$ cat src/rtl/encoder_sample_if.sv
// Sample channel from the step accumulator to the readout logic:
// a {position, delta, saturated} record moved with a valid/ready handshake.
interface encoder_sample_if #(
  parameter int POS_W   = 16,
  parameter int DELTA_W = 8
);
  // Handshake: a sample transfers on any clock edge where out_valid and
  // out_ready are both 1. While out_valid=1 and out_ready=0 the payload
  // holds steady. out_valid never waits on out_ready, and out_ready may be
  // driven high at any time, including when out_valid=0.
  logic               out_valid;
  logic               out_ready;
  logic [POS_W-1:0]   out_pos;
  logic [DELTA_W-1:0] out_delta;
  logic               out_sat;

  modport master (
    output out_valid,
    output out_pos,
    output out_delta,
    output out_sat,
    input  out_ready
  );

  modport slave (
    input  out_valid,
    input  out_pos,
    input  out_delta,
    input  out_sat,
    output out_ready
  );
endinterface

$ cat src/rtl/encoder_step_accum.sv
// Accumulates decoded encoder steps into a wrapping position and a saturating
// per-window delta, and queues one sample per window in a 2-entry buffer.
module encoder_step_accum #(
  parameter int POS_W   = 16,
  parameter int DELTA_W = 8,
  parameter int WINDOW  = 1000
) (
  input  logic               clock,
  input  logic               reset_n,
  input  logic               enable,
  input  logic               clear,
  input  logic               step_valid,
  input  logic               step_dir,
  output logic [POS_W-1:0]   pos_o,
  output logic               overrun,
  encoder_sample_if.master   smp
);

  localparam int                 WIN_W    = $clog2(WINDOW);
  localparam logic [WIN_W-1:0]   WIN_LAST = WIN_W'(WINDOW - 1);
  localparam logic [DELTA_W-1:0] D_MAX    = {1'b0, {(DELTA_W-1){1'b1}}};
  localparam logic [DELTA_W-1:0] D_MIN    = {1'b1, {(DELTA_W-1){1'b0}}};

  logic [POS_W-1:0]   pos_q, pos_d;
  logic [DELTA_W-1:0] delta_q, delta_d;
  logic               sat_q, sat_d;
  logic [WIN_W-1:0]   win_q, win_d;
  logic [POS_W-1:0]   buf_pos_q [0:1];
  logic [POS_W-1:0]   buf_pos_d [0:1];
  logic [DELTA_W-1:0] buf_delta_q [0:1];
  logic [DELTA_W-1:0] buf_delta_d [0:1];
  logic [1:0]         buf_sat_q, buf_sat_d;
  logic               rd_ptr_q, rd_ptr_d;
  logic               wr_ptr_q, wr_ptr_d;
  logic [1:0]         cnt_q, cnt_d;
  logic               overrun_q, overrun_d;

  logic               step, terminal, pop, push_ok;
  logic [POS_W-1:0]   smp_pos;
  logic [DELTA_W-1:0] smp_delta;
  logic               smp_sat;

  always_comb begin
    pos_d       = pos_q;
    delta_d     = delta_q;
    sat_d       = sat_q;
    win_d       = win_q;
    buf_pos_d   = buf_pos_q;
    buf_delta_d = buf_delta_q;
    buf_sat_d   = buf_sat_q;
    rd_ptr_d    = rd_ptr_q;
    wr_ptr_d    = wr_ptr_q;
    cnt_d       = cnt_q;
    overrun_d   = overrun_q;

    step     = step_valid & enable;
    terminal = enable & (win_q == WIN_LAST);
    pop      = (cnt_q != 2'd0) & smp.out_ready;
    push_ok  = terminal & ((cnt_q != 2'd2) | pop);

    // Post-step values; these are also the sample taken on a terminal cycle.
    smp_pos   = pos_q;
    smp_delta = delta_q;
    smp_sat   = sat_q;
    if (step) begin
      smp_pos = step_dir ? pos_q + POS_W'(1) : pos_q - POS_W'(1);
      if ((step_dir && delta_q == D_MAX) || (!step_dir && delta_q == D_MIN)) begin
        smp_sat = 1'b1;
      end else begin
        smp_delta = step_dir ? delta_q + DELTA_W'(1) : delta_q - DELTA_W'(1);
      end
    end

    if (clear) begin
      pos_d       = '0;
      delta_d     = '0;
      sat_d       = 1'b0;
      win_d       = '0;
      buf_pos_d   = '{default: '0};
      buf_delta_d = '{default: '0};
      buf_sat_d   = '0;
      rd_ptr_d    = 1'b0;
      wr_ptr_d    = 1'b0;
      cnt_d       = 2'd0;
      overrun_d   = 1'b0;
    end else begin
      pos_d   = smp_pos;
      delta_d = terminal ? '0 : smp_delta;
      sat_d   = terminal ? 1'b0 : smp_sat;
      if (enable) begin
        win_d = terminal ? '0 : win_q + WIN_W'(1);
      end
      if (terminal && !push_ok) begin
        overrun_d = 1'b1;
      end
      // When full, wr_ptr equals rd_ptr: a coincident pop frees the very slot written.
      if (push_ok) begin
        buf_pos_d[wr_ptr_q]   = smp_pos;
        buf_delta_d[wr_ptr_q] = smp_delta;
        buf_sat_d[wr_ptr_q]   = smp_sat;
        wr_ptr_d              = ~wr_ptr_q;
      end
      if (pop) begin
        rd_ptr_d = ~rd_ptr_q;
      end
      case ({push_ok, pop})
        2'b10:   cnt_d = cnt_q + 2'd1;
        2'b01:   cnt_d = cnt_q - 2'd1;
        default: cnt_d = cnt_q;
      endcase
    end
  end

  always_ff @(posedge clock or negedge reset_n) begin
    if (!reset_n) begin
      pos_q       <= '0;
      delta_q     <= '0;
      sat_q       <= 1'b0;
      win_q       <= '0;
      buf_pos_q   <= '{default: '0};
      buf_delta_q <= '{default: '0};
      buf_sat_q   <= '0;
      rd_ptr_q    <= 1'b0;
      wr_ptr_q    <= 1'b0;
      cnt_q       <= 2'd0;
      overrun_q   <= 1'b0;
    end else begin
      pos_q       <= pos_d;
      delta_q     <= delta_d;
      sat_q       <= sat_d;
      win_q       <= win_d;
      buf_pos_q   <= buf_pos_d;
      buf_delta_q <= buf_delta_d;
      buf_sat_q   <= buf_sat_d;
      rd_ptr_q    <= rd_ptr_d;
      wr_ptr_q    <= wr_ptr_d;
      cnt_q       <= cnt_d;
      overrun_q   <= overrun_d;
    end
  end

  assign pos_o         = pos_q;
  assign overrun       = overrun_q;
  assign smp.out_valid = (cnt_q != 2'd0);
  assign smp.out_pos   = buf_pos_q[rd_ptr_q];
  assign smp.out_delta = buf_delta_q[rd_ptr_q];
  assign smp.out_sat   = buf_sat_q[rd_ptr_q];

endmodule
$ cat src/flat_wrapper.sv
// flat-port wrapper written by rule: the top's interface ports become plain ports
module encoder_step_accum_flat 
#(
  parameter int POS_W   = 16,
  parameter int DELTA_W = 8,
  parameter int WINDOW  = 1000
)
  (clock, reset_n, enable, clear, step_valid, step_dir, pos_o, overrun, smp_out_valid, smp_out_pos, smp_out_delta, smp_out_sat, smp_out_ready);
  encoder_sample_if #(.POS_W(POS_W), .DELTA_W(DELTA_W)) smp_i ();
  input  logic clock;
  input  logic reset_n;
  input  logic enable;
  input  logic clear;
  input  logic step_valid;
  input  logic step_dir;
  output logic [POS_W-1:0] pos_o;
  output logic overrun;
  output wire logic [$bits(smp_i.out_valid)-1:0] smp_out_valid;
  output wire logic [$bits(smp_i.out_pos)-1:0] smp_out_pos;
  output wire logic [$bits(smp_i.out_delta)-1:0] smp_out_delta;
  output wire logic [$bits(smp_i.out_sat)-1:0] smp_out_sat;
  input wire logic [$bits(smp_i.out_ready)-1:0] smp_out_ready;
  assign smp_out_valid = smp_i.out_valid;
  assign smp_out_pos = smp_i.out_pos;
  assign smp_out_delta = smp_i.out_delta;
  assign smp_out_sat = smp_i.out_sat;
  assign smp_i.out_ready = smp_out_ready;
  encoder_step_accum #(.POS_W(POS_W), .DELTA_W(DELTA_W), .WINDOW(WINDOW)) u_core (.clock(clock), .reset_n(reset_n), .enable(enable), .clear(clear), .step_valid(step_valid), .step_dir(step_dir), .pos_o(pos_o), .overrun(overrun), .smp(smp_i));
endmodule
$ cat config.mk
export PLATFORM = sky130hd
export DESIGN_NAME = encoder_step_accum_flat
export DESIGN_NICKNAME = d
export VERILOG_FILES = /design/src/rtl/encoder_sample_if.sv /design/src/rtl/encoder_step_accum.sv /design/src/flat_wrapper.sv
export SDC_FILE = /design/constraint.sdc
export NUM_CORES = 1
export LEC_CHECK = 0
export CAP_MARGIN = 20
export CELL_PAD_IN_SITES_DETAIL_PLACEMENT = 1
export CELL_PAD_IN_SITES_GLOBAL_PLACEMENT = 2
export CORE_MARGIN = 3
export CORE_UTILIZATION = 33
export CTS_CLUSTER_DIAMETER = 50
export CTS_CLUSTER_SIZE = 30
export DETAILED_ROUTE_END_ITERATION = 6
export GPL_TIMING_DRIVEN = 0
export PLACE_DENSITY_LB_ADDON = 0.1
export SLEW_MARGIN = 20
export SYNTH_ARGS = -nofsm -noshare
export SYNTH_HDL_FRONTEND = slang
export SYNTH_SLANG_ARGS = --single-unit
$ cat constraint.sdc
create_clock -name clock -period 2.8 [get_ports clock]
set_clock_uncertainty 0.05 [all_clocks]
set_input_delay 0.56 -clock clock [delete_from_list [all_inputs] [get_ports clock]]
set_output_delay 0.56 -clock clock [all_outputs]
set_load 0.01 [all_outputs]
Word level (Yosys, flattened, before mapping)
Index checks and enable logic that the tools add are counted.
{"block": "totals", "regBits": 90, "latch_bits": 0, "mem_bits_rw": 0, "rom_bits": 0, "inputBits": 7, "output_inout_bits": 43, "elab_cells": 101, "n_memories": 0}
{"block": "op_classes", "addsub": 7, "n_mul": 0, "n_div": 0, "magnitude_cmp": 6, "eq_ne": 6, "shift": 0, "muxes": 46, "bitwise_logic": 9, "n_reduce_logical": 14}
{"operator": "$mux W16", "n": 9}
{"operator": "$mux W8", "n": 9}
{"operator": "$mux W32", "n": 2}
{"operator": "$bwmux W32", "n": 1}
{"operator": "$mux W10", "n": 3}
{"operator": "$add A16 B1 Y16 const B", "n": 1}
{"operator": "$bwmux W16", "n": 1}
{"operator": "$demux W16 S1", "n": 1}
{"operator": "$sub A16 B1 Y16 const B", "n": 1}
{"operator": "$mux W1", "n": 13}
{"operator": "$add A10 B1 Y10 const B", "n": 1}
{"operator": "$eq A10 B10 Y1 const B", "n": 1}
{"operator": "$reduce_bool A2 Y1", "n": 5}
{"operator": "$add A8 B1 Y8 const B", "n": 1}
{"operator": "$demux W8 S1", "n": 1}
{"operator": "$eq A8 B7 Y1 const B", "n": 1}
{"operator": "$eq A8 B8 Y1 const B", "n": 1}
{"operator": "$sub A8 B1 Y8 const B", "n": 1}
{"operator": "$mux W2", "n": 3}
{"operator": "$logic_and A1 B1 Y1", "n": 5}
{"operator": "$and A1 B1 Y1", "n": 4}
{"operator": "$ge A2 B2 Y1 const B", "n": 2}
{"operator": "$lt A1 B2 Y1 const B", "n": 2}
{"operator": "$not A1 Y2", "n": 2}
{"operator": "15 further kinds", "n": 17}

Depth between registers and ports, before layout
{"block": "logic_depth", "ltp_word": 8, "ltp_mapped": 11}

Worst setup path before layout
No wires, ideal clock.
{"block": "synth_timing", "path_kind": "in2reg", "from": "in step_dir", "to": "reg u_core.pos_q[15] (netlist: u_core.pos_o[15])", "arrival_time_ps": 3917, "path_slack_ps": -1292, "cell_stages": 11, "path_buffers": 2, "path_cell_list": "clkbuf_1 > clkinv_1 > ha_1 > clkbuf_1 > and4_1 > and2_1 > a2111oi_0 > o211ai_1 > a21o_1 > a21oi_1 > mux2_2"}
{"block": "synth_via", "elab_chain_len": 3}
{"element": "from (decl)", "line_no": "flat_wrapper.sv:15", "rtl": "input logic step_dir;"}
{"element": "$mux W16", "line_no": "encoder_step_accum.sv:66", "rtl": "smp_pos = step_dir ? pos_q + POS_W'(1) : pos_q - POS_W'(1);"}
{"element": "$mux W16", "line_no": "encoder_step_accum.sv:65", "rtl": "if (step) begin"}
{"element": "$mux W16", "line_no": "encoder_step_accum.sv:74", "rtl": "if (clear) begin"}
{"element": "named net u_core.pos_d[15]", "line_no": "encoder_step_accum.sv:24", "rtl": "logic [POS_W-1:0] pos_q, pos_d;"}
{"element": "to (signal assigned)", "line_no": "encoder_step_accum.sv:128", "rtl": "pos_q <= pos_d;"}
{"element": "to (decl)", "line_no": "encoder_step_accum.sv:24"}
The timed path passes the listed nets, and every way through them passes these cells.
A chain may end at the register's enable or synchronous reset.

Final worst setup path
{"block": "layout_timing", "from": "in enable", "to": "reg u_core.buf_delta_q[7] (netlist name)"}
{"block": "layout_via", "elab_chain_len": 5, "elab_cells_between_ends": 8}
{"element": "from (decl)", "line_no": "flat_wrapper.sv:12", "rtl": "input logic enable;"}
{"element": "$and A1 B1 Y1", "line_no": "encoder_step_accum.sv:56", "rtl": "step = step_valid & enable;"}
{"element": "$mux W8", "line_no": "encoder_step_accum.sv:65"}
{"element": "$bwmux W16", "line_no": "encoder_step_accum.sv:99", "rtl": "buf_delta_d[wr_ptr_q] = smp_delta;"}
{"element": "$mux W16", "line_no": "encoder_step_accum.sv:97", "rtl": "if (push_ok) begin"}
{"element": "$mux W16", "line_no": "encoder_step_accum.sv:74"}
{"element": "to (signal assigned)", "line_no": "encoder_step_accum.sv:133", "rtl": "buf_delta_q <= buf_delta_d;"}
{"element": "to (decl)", "line_no": "encoder_step_accum.sv:30", "rtl": "logic [DELTA_W-1:0] buf_delta_q [0:1];"}
Several ways; a longest one is shown, not always the timed one. The select of a mux whose other input is x is not followed.

==> impl_metrics.py <==
metrics = {
    "yosys": {
        "ys_ff_latch": 90,
        "synthesis.nets": 572,
        "synth_cell_types": 61,
        "yosys_warnings": 0,
        "synth_cells": 542,
        "syn_area_per_cell_um2": 9.39,
        "synth_top_cell_by_area": "dfrtp_1",
        "synth_top_cell_area_share_pct": 44.3,
        "synth_ff_type": "dfrtp_1",
        "synth_area_leaders": "dfrtp_1 (44%), mux2_2 (6.0%), ha_1 (5.2%)",
        "synth_area_um2": 5090,
        "synth_edf_count": 0,
        "ys_seq_area_share_pct": 44.3,
        "synthArstFlopShare_pct": 100,
    },
    "clocking": {
        "cts.path.max_buffers": 2,
        "path_clk_slew_ns": 0.07,
        "numCtsBuffers": 9,
        "root_buffer": "clkbuf_16",
        "cts_tree": "yes",
        "cts-hold-fix-buffers": 0,
        "clock_sinks": 90,
        "clock_latency_ns": 0.35,
        "htreeDepth": 3,
    },
    "power_and_ir_drop": {
        "p_leak_nw": 2.77,
        "power_density_nw_per_um2": 476,
        "ir_drop_mv": 0.301,
        "total_power_mw": 3.15,
    },
    "sta": {
        "period_share_pct": 98.2,
        "setup_viol": 0,
        "final_hold_viol_count": 0,
        "final_max_slew_viol_count": 0,
        "max_freq_mhz": 364,
        "worst_pin_slew_ns": 0.671,
        "min_period_ns": 2.75,
        "fin_ws_ns": 0.0505,
        "max_slew_margin_pct": 55.2,
    },
    "worst_setup_path": {
        "r2r_start": "u_core.pos_o[4]$_DFF_PN0_",
        "crit_path_start": "enable",
        "required_ns": 3.01,
        "startpoint_type": "primary input",
        "worstSetupPathType": "primary input to flip-flop",
        "arrival_ns": 2.96,
        "cp_max_fo": 6,
        "cp-end-kind": "flip-flop",
    },
    "route": {
        "ant_nets": 0,
        "firstDrtPassIters": 4,
        "drc": 0,
        "avgViaCountPerCell": 5.46,
        "drt_iter0_markers": 137,
        "vias": 4392,
        "wl_per_cell_um": 19.4,
        "wl_um": 15600,
    },
    "placed_design": {
        "gp_congestion": 0.782,
        "hpwl_um": 11000,
        "io_buffers": 48,
        "pre_cts_slack_ns": -1.26,
        "postPlaceCellArea_um2": 6010,
    },
    "layout": {
        "final_area_um2": 6620,
        "area_delta_synth_final_pct": 30.1,
        "n_fill_cell": 1673,
        "fin_nets": 645,
        "diodes": 0,
        "drive_gt1_share_pct": 18.7,
    },
    "die": {
        "die_x_um": 130,
        "die_h_um": 130,
        "io_pins": 50,
        "fp-row-count": 44,
        "die_area_um2": 16900,
        "core_area_um2": 14800,
        "initial_utilization_pct": 34.4,
    },
    "global_route": {
        "grt_max_degree": 60,
        "grt_usage_pct": 19.7,
        "grt-ovfl-total": 0,
        "grt_pass1_vias": 4667,
        "grt_pass1_wl_um": 25800,
        "antenna_found_initial": 0,
    },
    "outcome": {
        "status": "completed",
    },
    "min_path": {
        "worst_hold_path_type": "primary input to async pin",
    },
    "flow_run": {
        "cap_violations": 0,
    },
}
## cell families (layout without fill, tap and decap cells)
logic type | Yosys count | count (layout) | share of synthesized area, %
multiplexers | 34 | 34 | 7.35
adder cells (fa/ha/maj) | 23 | 23 | 5.95
buffers and inverters | 38 | 116 | 2.90
AO/OA/AOI/OAI | 146 | 146 | 18.4
AND/OR/NAND/NOR | 191 | 191 | 17.7
XOR/XNOR | 20 | 20 | 3.44
flip-flops | 90 | 90 | 44.3
## where the power goes
part           internal [mW]  total [mW]  leakage (nW)  switching (mW)
Clock                  0.614        1.17         0.138           0.559
Combinational          0.248       0.610          1.39           0.362
Sequential              1.33        1.37          1.24          0.0414
Total                   2.19        3.15          2.77           0.962
## critical path, cell delays in order
cell	delay, ns
clkdlybuf4s50_1	0.48
buf_6	0.11
nand3_2	0.07
or4_4	0.47
buf_8	0.16
or4_4	0.60
a2111oi_4	0.33
nor3_2	0.07
o211ai_1	0.10
## synthesized netlist by cell type (2+ instances only)
cell type,n
o31a_1,3
fa_1,2
o21bai_1,3
a2111oi_0,3
xor2_1,7
nand2_1,65
and2_1,2
nor2_1,56
nor4_2,2
or4_4,2
clkbuf_1,19
mux2i_1,7
inv_1,11
nor3_1,15
a21o_1,5
nor3b_1,4
nor4b_1,2
and3_1,3
mux2_2,27
or2_2,2
a22o_1,6
ha_1,21
a211oi_1,6
a21boi_0,2
nand3_1,17
nand4_1,4
nand2b_1,4
a21oi_1,37
a311oi_1,2
o2111a_1,2
o211ai_1,8
xnor2_1,13
o21a_1,2
buf_1,5
dfrtp_1,90
o21ai_1,30
o21ai_0,24
nor2b_1,6
## final cells by class
type / instances / area [um^2] / area share [%]
plain buffers: 22 / 125 / 1.89
clock buffers: 10 / 229 / 3.46
clock inverters: 6 / 48.8 / 0.737
inverters: 12 / 71.3 / 1.08
multi-input cells: 414 / 2970 / 44.8
repair buffers: 64 / 661 / 9.98
repair inverters: 2 / 32.5 / 0.491
flip-flops and latches: 90 / 2250 / 34.0
well taps: 184 / 230 / 3.48
## path summary, 6_finish.rpt
kind | endpoint | slack (ns) | depth (start not counted)
max in group asynchronous | u_core.pos_o[7]$_DFF_PN0_ | 2.06 | 2
max reg2reg | u_core.pos_o[15]$_DFF_PN0_ | 0.12 | 8
max | u_core.buf_delta_q[7]$_DFFE_PN0P_ | 0.05 | 9
min in group clock | u_core.buf_pos_q[0]$_DFFE_PN0P_ | 0.43 | 2
min | u_core.delta_q[2]$_DFF_PN0_ | 0.04 | 1
min reg2reg | u_core.buf_pos_q[0]$_DFFE_PN0P_ | 0.43 | 2
## sequential cells by signal, indices dropped and copies added (netlist names), 2 cells and up
name and count:
u_core.buf_pos_q 32, u_core.buf_delta_q 16, u_core.pos_o 16, u_core.win_q 10, u_core.delta_q 8, u_core.buf_sat_q 2
u_core.cnt_q 2
## per-stage QoR
step	utilization, %	hold slack (ns)	instances	setup TNS, ns
floorplan	-	0.214	542	-0.175
detailed placement	40.6	0.417	775	-56.66
global placement	40.4	0.406	774	-270.60
finish	44.7	0.0395	804	0
CTS	44.1	0.0395	802	0
global route	44.7	0.0451	804	-0.0248
## repair_timing
| item | CTS | global route |
|---|---|---|
| gates resized for setup | 44 | 16 |
| endpoints found under the setup margin | 85 | 55 |
| pin swaps | 13 | 11 |
| endpoints found under the hold margin | 0 | 0 |
| gates cloned | 2 | 1 |
| setup buffers | 12 | 2 |
## layout by cell type, fill, tap and decap left out, types with 3 or more instances in the layout
| master | count |
|---|---|
| a22o_1 | 6 |
| o21ai_0 | 22 |
| a21oi_1 | 32 |
| a211oi_1 | 4 |
| o31a_1 | 3 |
| buf_4 | 15 |
| and3_1 | 3 |
| xnor2_1 | 13 |
| clkbuf_2 | 6 |
| nor2b_1 | 6 |
| buf_6 | 3 |
| dfrtp_1 | 89 |
| ha_1 | 12 |
| nand3_1 | 15 |
| nand2_1 | 65 |
| nor2_1 | 56 |
| nor3_1 | 13 |
| xor2_1 | 7 |
| nand4_1 | 4 |
| nand2b_1 | 4 |
| clkdlybuf4s50_1 | 46 |
| a21o_1 | 5 |
| mux2i_1 | 7 |
| inv_1 | 11 |
| a21oi_2 | 4 |
| clkbuf_16 | 10 |
| nor3b_1 | 3 |
| ha_4 | 8 |
| o21ai_1 | 32 |
| inv_6 | 3 |
| clkbuf_1 | 8 |
| o211ai_1 | 8 |
| a2111oi_4 | 5 |
| or4_4 | 3 |
| mux2_2 | 26 |
| o21bai_1 | 3 |
## metal layers
layer  track usage (%)  vias up  wire length (um)
met2              30.8       58              7260
li1                  -     2098                 -
met5                 0        -                 0
met3              4.26       13               494
met1              28.1     2223              7650
met4              4.83        0               154
Power figures use the tool's default switching activity.
